==> config.mk <==
export PLATFORM = sky130hd
export DESIGN_NAME = dmem_lsu_arb
export DESIGN_NICKNAME = d
export VERILOG_FILES = /design/src/rtl/dmem_lsu_pkg.sv /design/src/rtl/dmem_lsu_fmt.sv /design/src/rtl/dmem_lsu_arb.sv
export SDC_FILE = /design/constraint.sdc
export NUM_CORES = 1
export LEC_CHECK = 0
export BUFFER_PORTS_ARGS = -buffer_cell sky130_fd_sc_hd__buf_2
export CORE_AREA = 2 2 122 124
export CTS_CLUSTER_SIZE = 24
export DETAILED_ROUTE_END_ITERATION = 6
export DIE_AREA = 0 0 124 126
export GPL_ROUTABILITY_DRIVEN = 0
export PLACE_DENSITY_LB_ADDON = 0.1
export SLEW_MARGIN = 30
export SYNTH_ARGS = -nofsm -noshare
export SYNTH_HDL_FRONTEND = slang
export SYNTH_SLANG_ARGS = --single-unit
==> constraint.sdc <==
create_clock -name clk -period 3.9 [get_ports clk]
set_input_delay 0.195 -clock clk [delete_from_list [all_inputs] [get_ports clk]]
set_output_delay 0.195 -clock clk [all_outputs]
set_load 0.05 [all_outputs]
==> src/rtl/dmem_lsu_pkg.sv <==
// Shared encodings, FSM states and request bundle for the data-memory LSU.
// Also holds the lane write-enable helper used by the formatter.
package dmem_lsu_pkg;

    localparam logic [1:0] SZ_BYTE = 2'b00;
    localparam logic [1:0] SZ_HALF = 2'b01;
    localparam logic [1:0] SZ_WORD = 2'b10;

    typedef enum logic [1:0] {
        ST_IDLE   = 2'd0,
        ST_ACCESS = 2'd1,
        ST_RESP   = 2'd2
    } state_e;

    typedef struct packed {
        logic        we;
        logic [1:0]  size;
        logic        uns;
        logic [31:0] addr;
        logic [31:0] wdata;
    } req_t;

    function automatic logic [3:0] lane_we(
        input logic [1:0] size,
        input logic [1:0] a
    );
        logic [3:0] we;
        we = 4'b0000;
        case (size)
            SZ_BYTE: we = 4'b0001 << a;
            SZ_HALF: we = a[1] ? 4'b1100 : 4'b0011;
            SZ_WORD: we = 4'b1111;
            default: we = 4'b0000;
        endcase
        return we;
    endfunction

endpackage

==> src/rtl/dmem_lsu_fmt.sv <==
// Store lane replication, load extract/extend and access legality check.
// Purely combinational; fed by the latched request.
module dmem_lsu_fmt
    import dmem_lsu_pkg::*;
#(
    parameter int DMEM_AW     = 10,
    parameter bit RANGE_CHECK = 1'b1
) (
    input  logic [1:0]  size_i,
    input  logic        uns_i,
    input  logic [31:0] addr_i,
    input  logic [31:0] wdata_i,
    input  logic [31:0] rraw_i,
    output logic [3:0]  we_o,
    output logic [31:0] indata_o,
    output logic [31:0] rdata_o,
    output logic        err_o
);

    localparam logic [32:0] LIMIT = 33'd4 << DMEM_AW;

    logic        mis;
    logic        oor;
    logic [7:0]  b;
    logic [15:0] h;

    assign we_o = lane_we(size_i, addr_i[1:0]);
    assign oor  = RANGE_CHECK && ({1'b0, addr_i} >= LIMIT);
    assign err_o = mis | oor;

    always_comb begin
        mis = 1'b0;
        case (size_i)
            SZ_BYTE: mis = 1'b0;
            SZ_HALF: mis = addr_i[0];
            SZ_WORD: mis = |addr_i[1:0];
            default: mis = 1'b1;
        endcase
    end

    always_comb begin
        indata_o = wdata_i;
        case (size_i)
            SZ_BYTE: indata_o = {4{wdata_i[7:0]}};
            SZ_HALF: indata_o = {2{wdata_i[15:0]}};
            default: indata_o = wdata_i;
        endcase
    end

    always_comb begin
        b = rraw_i[7:0];
        case (addr_i[1:0])
            2'd0: b = rraw_i[7:0];
            2'd1: b = rraw_i[15:8];
            2'd2: b = rraw_i[23:16];
            2'd3: b = rraw_i[31:24];
            default: b = rraw_i[7:0];
        endcase
    end

    assign h = addr_i[1] ? rraw_i[31:16] : rraw_i[15:0];

    always_comb begin
        rdata_o = rraw_i;
        case (size_i)
            SZ_BYTE: rdata_o = {{24{~uns_i & b[7]}}, b};
            SZ_HALF: rdata_o = {{16{~uns_i & h[15]}}, h};
            default: rdata_o = rraw_i;
        endcase
    end

endmodule

==> src/rtl/dmem_lsu_arb.sv <==
// Two-master round-robin load/store controller for the byte-laned data memory.
// IDLE -> ACCESS -> RESP, one access in flight, response pulse one cycle later.
module dmem_lsu_arb
    import dmem_lsu_pkg::*;
#(
    parameter int DMEM_AW     = 10,
    parameter bit RANGE_CHECK = 1'b1
) (
    input  logic        clk,
    input  logic        rst_n,
    input  logic        m0_req,
    input  logic        m0_we,
    input  logic [1:0]  m0_size,
    input  logic        m0_uns,
    input  logic [31:0] m0_addr,
    input  logic [31:0] m0_wdata,
    output logic        m0_gnt,
    output logic        m0_rvalid,
    output logic [31:0] m0_rdata,
    output logic        m0_err,
    input  logic        m1_req,
    input  logic        m1_we,
    input  logic [1:0]  m1_size,
    input  logic        m1_uns,
    input  logic [31:0] m1_addr,
    input  logic [31:0] m1_wdata,
    output logic        m1_gnt,
    output logic        m1_rvalid,
    output logic [31:0] m1_rdata,
    output logic        m1_err,
    output logic [3:0]  dmem_we,
    output logic [31:0] dmem_daddr,
    output logic [31:0] dmem_indata,
    input  logic [31:0] dmem_outdata
);

    state_e      state_q;
    req_t        req_q;
    req_t        req_d;
    logic        owner_q;
    logic        last_q;
    logic [1:0]  rvalid_q;
    logic [31:0] rdata_q;
    logic        err_q;
    logic        idle;
    logic [3:0]  we_l;
    logic [31:0] ind_l;
    logic [31:0] rfmt;
    logic        err_l;

    // gnt is combinational, so it is masked while reset is held
    assign idle   = (state_q == ST_IDLE) & rst_n;
    assign m0_gnt = idle & m0_req & (~m1_req | last_q);
    assign m1_gnt = idle & m1_req & (~m0_req | ~last_q);

    always_comb begin
        req_d = '{we: m0_we, size: m0_size, uns: m0_uns,
                  addr: m0_addr, wdata: m0_wdata};
        if (m1_gnt) begin
            req_d = '{we: m1_we, size: m1_size, uns: m1_uns,
                      addr: m1_addr, wdata: m1_wdata};
        end
    end

    dmem_lsu_fmt #(
        .DMEM_AW    (DMEM_AW),
        .RANGE_CHECK(RANGE_CHECK)
    ) u_fmt (
        .size_i  (req_q.size),
        .uns_i   (req_q.uns),
        .addr_i  (req_q.addr),
        .wdata_i (req_q.wdata),
        .rraw_i  (dmem_outdata),
        .we_o    (we_l),
        .indata_o(ind_l),
        .rdata_o (rfmt),
        .err_o   (err_l)
    );

    assign dmem_we     = (state_q == ST_ACCESS && req_q.we && !err_l)
                         ? we_l : 4'b0000;
    assign dmem_daddr  = {req_q.addr[31:2], 2'b00};
    assign dmem_indata = ind_l;

    assign m0_rvalid = rvalid_q[0];
    assign m1_rvalid = rvalid_q[1];
    assign m0_rdata  = rvalid_q[0] ? rdata_q : 32'h0;
    assign m1_rdata  = rvalid_q[1] ? rdata_q : 32'h0;
    assign m0_err    = rvalid_q[0] & err_q;
    assign m1_err    = rvalid_q[1] & err_q;

    always_ff @(posedge clk or negedge rst_n) begin
        if (!rst_n) begin
            state_q  <= ST_IDLE;
            req_q    <= '0;
            owner_q  <= 1'b0;
            last_q   <= 1'b1;
            rvalid_q <= 2'b00;
            rdata_q  <= 32'h0;
            err_q    <= 1'b0;
        end else begin
            rvalid_q <= 2'b00;
            rdata_q  <= 32'h0;
            err_q    <= 1'b0;
            case (state_q)
                ST_IDLE: begin
                    if (m0_gnt | m1_gnt) begin
                        req_q   <= req_d;
                        owner_q <= m1_gnt;
                        last_q  <= m1_gnt;
                        state_q <= ST_ACCESS;
                    end
                end
                ST_ACCESS: state_q <= ST_RESP;
                ST_RESP: begin
                    state_q  <= ST_IDLE;
                    rvalid_q <= owner_q ? 2'b10 : 2'b01;
                    err_q    <= err_l;
                    rdata_q  <= (req_q.we | err_l) ? 32'h0 : rfmt;
                end
                default: state_q <= ST_IDLE;
            endcase
        end
    end

endmodule

==> impl_metrics.py <==
metrics = {
    "synthesis": {
        "seq_area_frac_synth_pct": 43.0,
        "synth_ff_type": "dfrtp_1",
        "synth_compound_area_share_pct": 11.1,
        "synth.distinct_cells": 48,
        "yosysWarnings": 0,
        "synth.avg_cell_area_um2": 9.61,
        "muxShareOfSynthArea_pct": 17.0,
        "synth-async-reset-ratio_pct": 100,
        "yosys.area_share.simple_pct": 19.3,
        "synthAdderAreaFrac_pct": 0,
        "syn_area_um2": 6230,
        "synth_edf_count": 0,
        "synth_top_family_by_area": "simple AND/OR/NAND/NOR gates",
        "synth_cells": 648,
        "post_synth_xor_area_fraction_pct": 0.281,
        "ys_ff_latch": 107,
    },
    "critical_path": {
        "critPathCapture": "m0_gnt",
        "crit_required_ps": 3700,
        "crit_path_end_kind": "output port",
        "reg2reg_from": "req_q[65]$_DFFE_PN0P_",
        "r2r_end": "rdata_q[5]$_DFF_PN0_",
        "critical_path_class": "input port to output port",
        "critPathArrivalTime_ps": 3010,
        "startpoint_type": "input port",
        "startpoint": "rst_n",
        "reg2reg_depth": 5,
        "worst-path-max-fanout": 38,
        "r2r_setup_slack_ps": 1480,
    },
    "final_layout": {
        "design_area_um2": 7880,
        "nets": 1058,
        "fillers": 1353,
        "drive_gt1_share_pct": 41.0,
        "area_delta_synth_final_pct": 26.5,
        "seq_area_um2": 2680,
        "multi_input_area_um2": 3000,
    },
    "timing": {
        "finalCritPeriodShare_pct": 82.3,
        "drv_slew": 0,
        "timing.fmax_mhz": 312,
        "setup_viol": 0,
        "rsz0062_at_grt": "no",
        "finClkSkew_ps": 5.21,
        "worst_slack_ps": 691,
        "max_slew_margin_pct": 41.8,
        "setup-tns-final_ps": 0,
        "hold_viol": 0,
        "post-route-min-period_ps": 3210,
        "worst_pin_slew_ps": 866,
    },
    "placed_design": {
        "dpl.hpwl_um": 13800,
        "io_buffer_count": 307,
        "placed_area_um2": 7530,
        "place_ws_ps": 1180,
    },
    "floorplanning": {
        "fp.coreArea_um2": 14300,
        "initial_core_util_pct": 43.5,
        "dieArea_um2": 15600,
        "fp.dieH_um": 126,
        "die_w_um": 124,
        "ios": 310,
        "row_count": 44,
    },
    "flow_run": {
        "drv_cap": 0,
    },
    "routing": {
        "drc": 0,
        "ant_nets": 0,
        "dr.pass1.iters": 5,
        "wire_per_inst_um": 16.8,
        "routed_wl_um": 18100,
        "dr.first_iter.drc_count": 258,
        "viasPerCell": 5.18,
        "via_count": 5570,
    },
    "status": {
        "outcome": "complete, no violations",
    },
    "power_and_ir_drop": {
        "internal_power_mw": 3.13,
        "p_total_mw": 6.35,
        "pwr-share-clk_pct": 15.9,
        "ir_drop_v": 0.000680,
        "power.density_nw_per_um2": 806,
        "p_leak_nw": 4.36,
        "switchingPower_mw": 3.21,
        "share_comb_of_total_power_pct": 53.6,
        "power.share.switching_pct": 50.6,
        "seq_power_share_pct": 30.5,
    },
    "global_routing": {
        "grt_usage_pct": 22.8,
        "overflow": 0,
        "grt_pass1_wl_um": 27600,
        "antenna_found_initial": 1,
        "grt_max_degree": 72,
        "grt_pass1_vias": 5553,
    },
    "clocking": {
        "clkSlewWorstSetupHoldPaths_ps": 70,
        "cts_tree": "built",
        "clockBufferDepth": 2,
        "cts_setup_buffers": 0,
        "clk_latency_ps": 350,
        "htreeDepth": 3,
        "cts.sinks": 107,
        "numCtsBuffers": 9,
        "root_buffer": "clkbuf_16",
    },
    "min_path": {
        "hp-class": "input port to flop",
    },
}
-- area by class of cell --
class,instances,share of cell area [%]
clock buffers,13,3.30
repair buffers,317,20.6
diodes,1,0.0318
clock inverters,3,0.874
well taps,184,2.92
multi-input cells,447,38.1
inverters,4,0.191
flip-flops and latches,107,34.0
-- critical path, cell delays in order --
cell and delay [ps]:
dlygate4sd3_1 530, buf_4 430, nor3b_1 580, nand3_4 450, buf_4 420, inv_1 120, buf_2 270
-- cells by family (layout without fill, tap and decap cells) --
family,Yosys count,in the layout
buf+inv,95,337
flops,107,107
other cells,1,3
xor+xnor,2,2
simple gates,225,225
compound gates,115,115
mux,103,103
-- placed cells by master, fill, tap and decap left out, types with 3 or more instances in the layout --
cell type  count
buf_2        306
dfrtp_1      105
nor2_1        84
mux2i_1       80
a21oi_1       79
and2_1        66
mux2_2        19
nor3_1        18
nor2b_1       17
nand2_1       14
o21ai_0        9
clkbuf_16      9
buf_4          9
a22o_1         7
a22oi_1        7
a222oi_1       7
nor4_1         4
nor3b_1        4
mux2_1         4
nor4_2         3
-- synthesized netlist by cell type, types with 2 or more instances --
cell type	n	area, um^2
dfrtp_1	106	2650
nor2_1	84	315
mux2i_1	80	801
a21oi_1	79	395
and2_1	66	413
buf_4	40	300
clkbuf_1	36	135
mux2_2	19	214
nor3_1	18	90.1
nor2b_1	17	106
nand2_1	14	52.6
o21ai_0	9	45.0
buf_2	8	40.0
a222oi_1	7	70.1
a22o_1	7	61.3
a22oi_1	7	52.6
buf_6	4	45.0
mux2_1	4	45.0
nor3b_1	4	30.0
nor4_1	4	25.0
nor4_2	3	37.5
clkbuf_8	2	27.5
inv_1	2	7.51
inv_2	2	7.51
nand2b_1	2	12.5
nand3_1	2	10.0
-- timing repair --
action                                  4_1_cts  5_1_grt
gates resized for setup                       0        0
hold endpoints to repair                     36        0
endpoints found under the setup margin        0        0
hold buffers                                  1        0
-- registers in the layout, indices dropped and copies added (netlist names) --
| register | count |
|---|---|
| req_q | 38 |
| rdata_q | 32 |
| dmem_daddr | 30 |
| rvalid_q | 2 |
| state_q | 2 |
| err_q | 1 |
| last_q | 1 |
| owner_q | 1 |
-- power by group through the flow --
stage	clock, mW	combinational [mW]	sequential [mW]
3_5_place_dp	0	3.42	1.96
6_report	1.01	3.40	1.94
5_1_grt	1.07	3.62	2.00
2_1_floorplan	0	3.15	1.73
3_3_place_gp	0	3.38	1.94
4_1_cts	1.03	3.42	1.94
-- worst min path at each step --
stage | startpoint | endpoint | cells after the start | slack [ps]
after floorplan | rst_n | dmem_daddr[10]$_DFFE_PN0P_ | 0 | -100
after global placement | rst_n | req_q[19]$_DFFE_PN0P_ | 1 | 190
after detailed placement | rst_n | req_q[13]$_DFFE_PN0P_ | 1 | 200
after CTS | m1_addr[31] | dmem_daddr[31]$_DFFE_PN0P_ | 3 | 80
after global routing | m1_we | req_q[67]$_DFFE_PN0P_ | 3 | 90
final | m1_wdata[20] | req_q[20]$_DFFE_PN0P_ | 3 | 90
-- metal layers --
layer	share of wire [%]	global-route usage, %	up-vias
met5	0	0	-
met1	39	26.4	2610
met4	3.1	10.1	0
met2	49	38.9	259
li1	-	-	2657
met3	9.0	6.30	44
-- metrics by stage --
step           hold slack (ps)  std cells  util [%]
3_5_place_dp               198       1058      52.6
5_1_grt                   87.1       1076      55.0
3_3_place_gp               190       1058      52.6
4_1_cts                   82.0       1075      55.0
2_1_floorplan             -101        649         -
6_report                  90.0       1076      55.0
(Power assumes the default switching activity.)
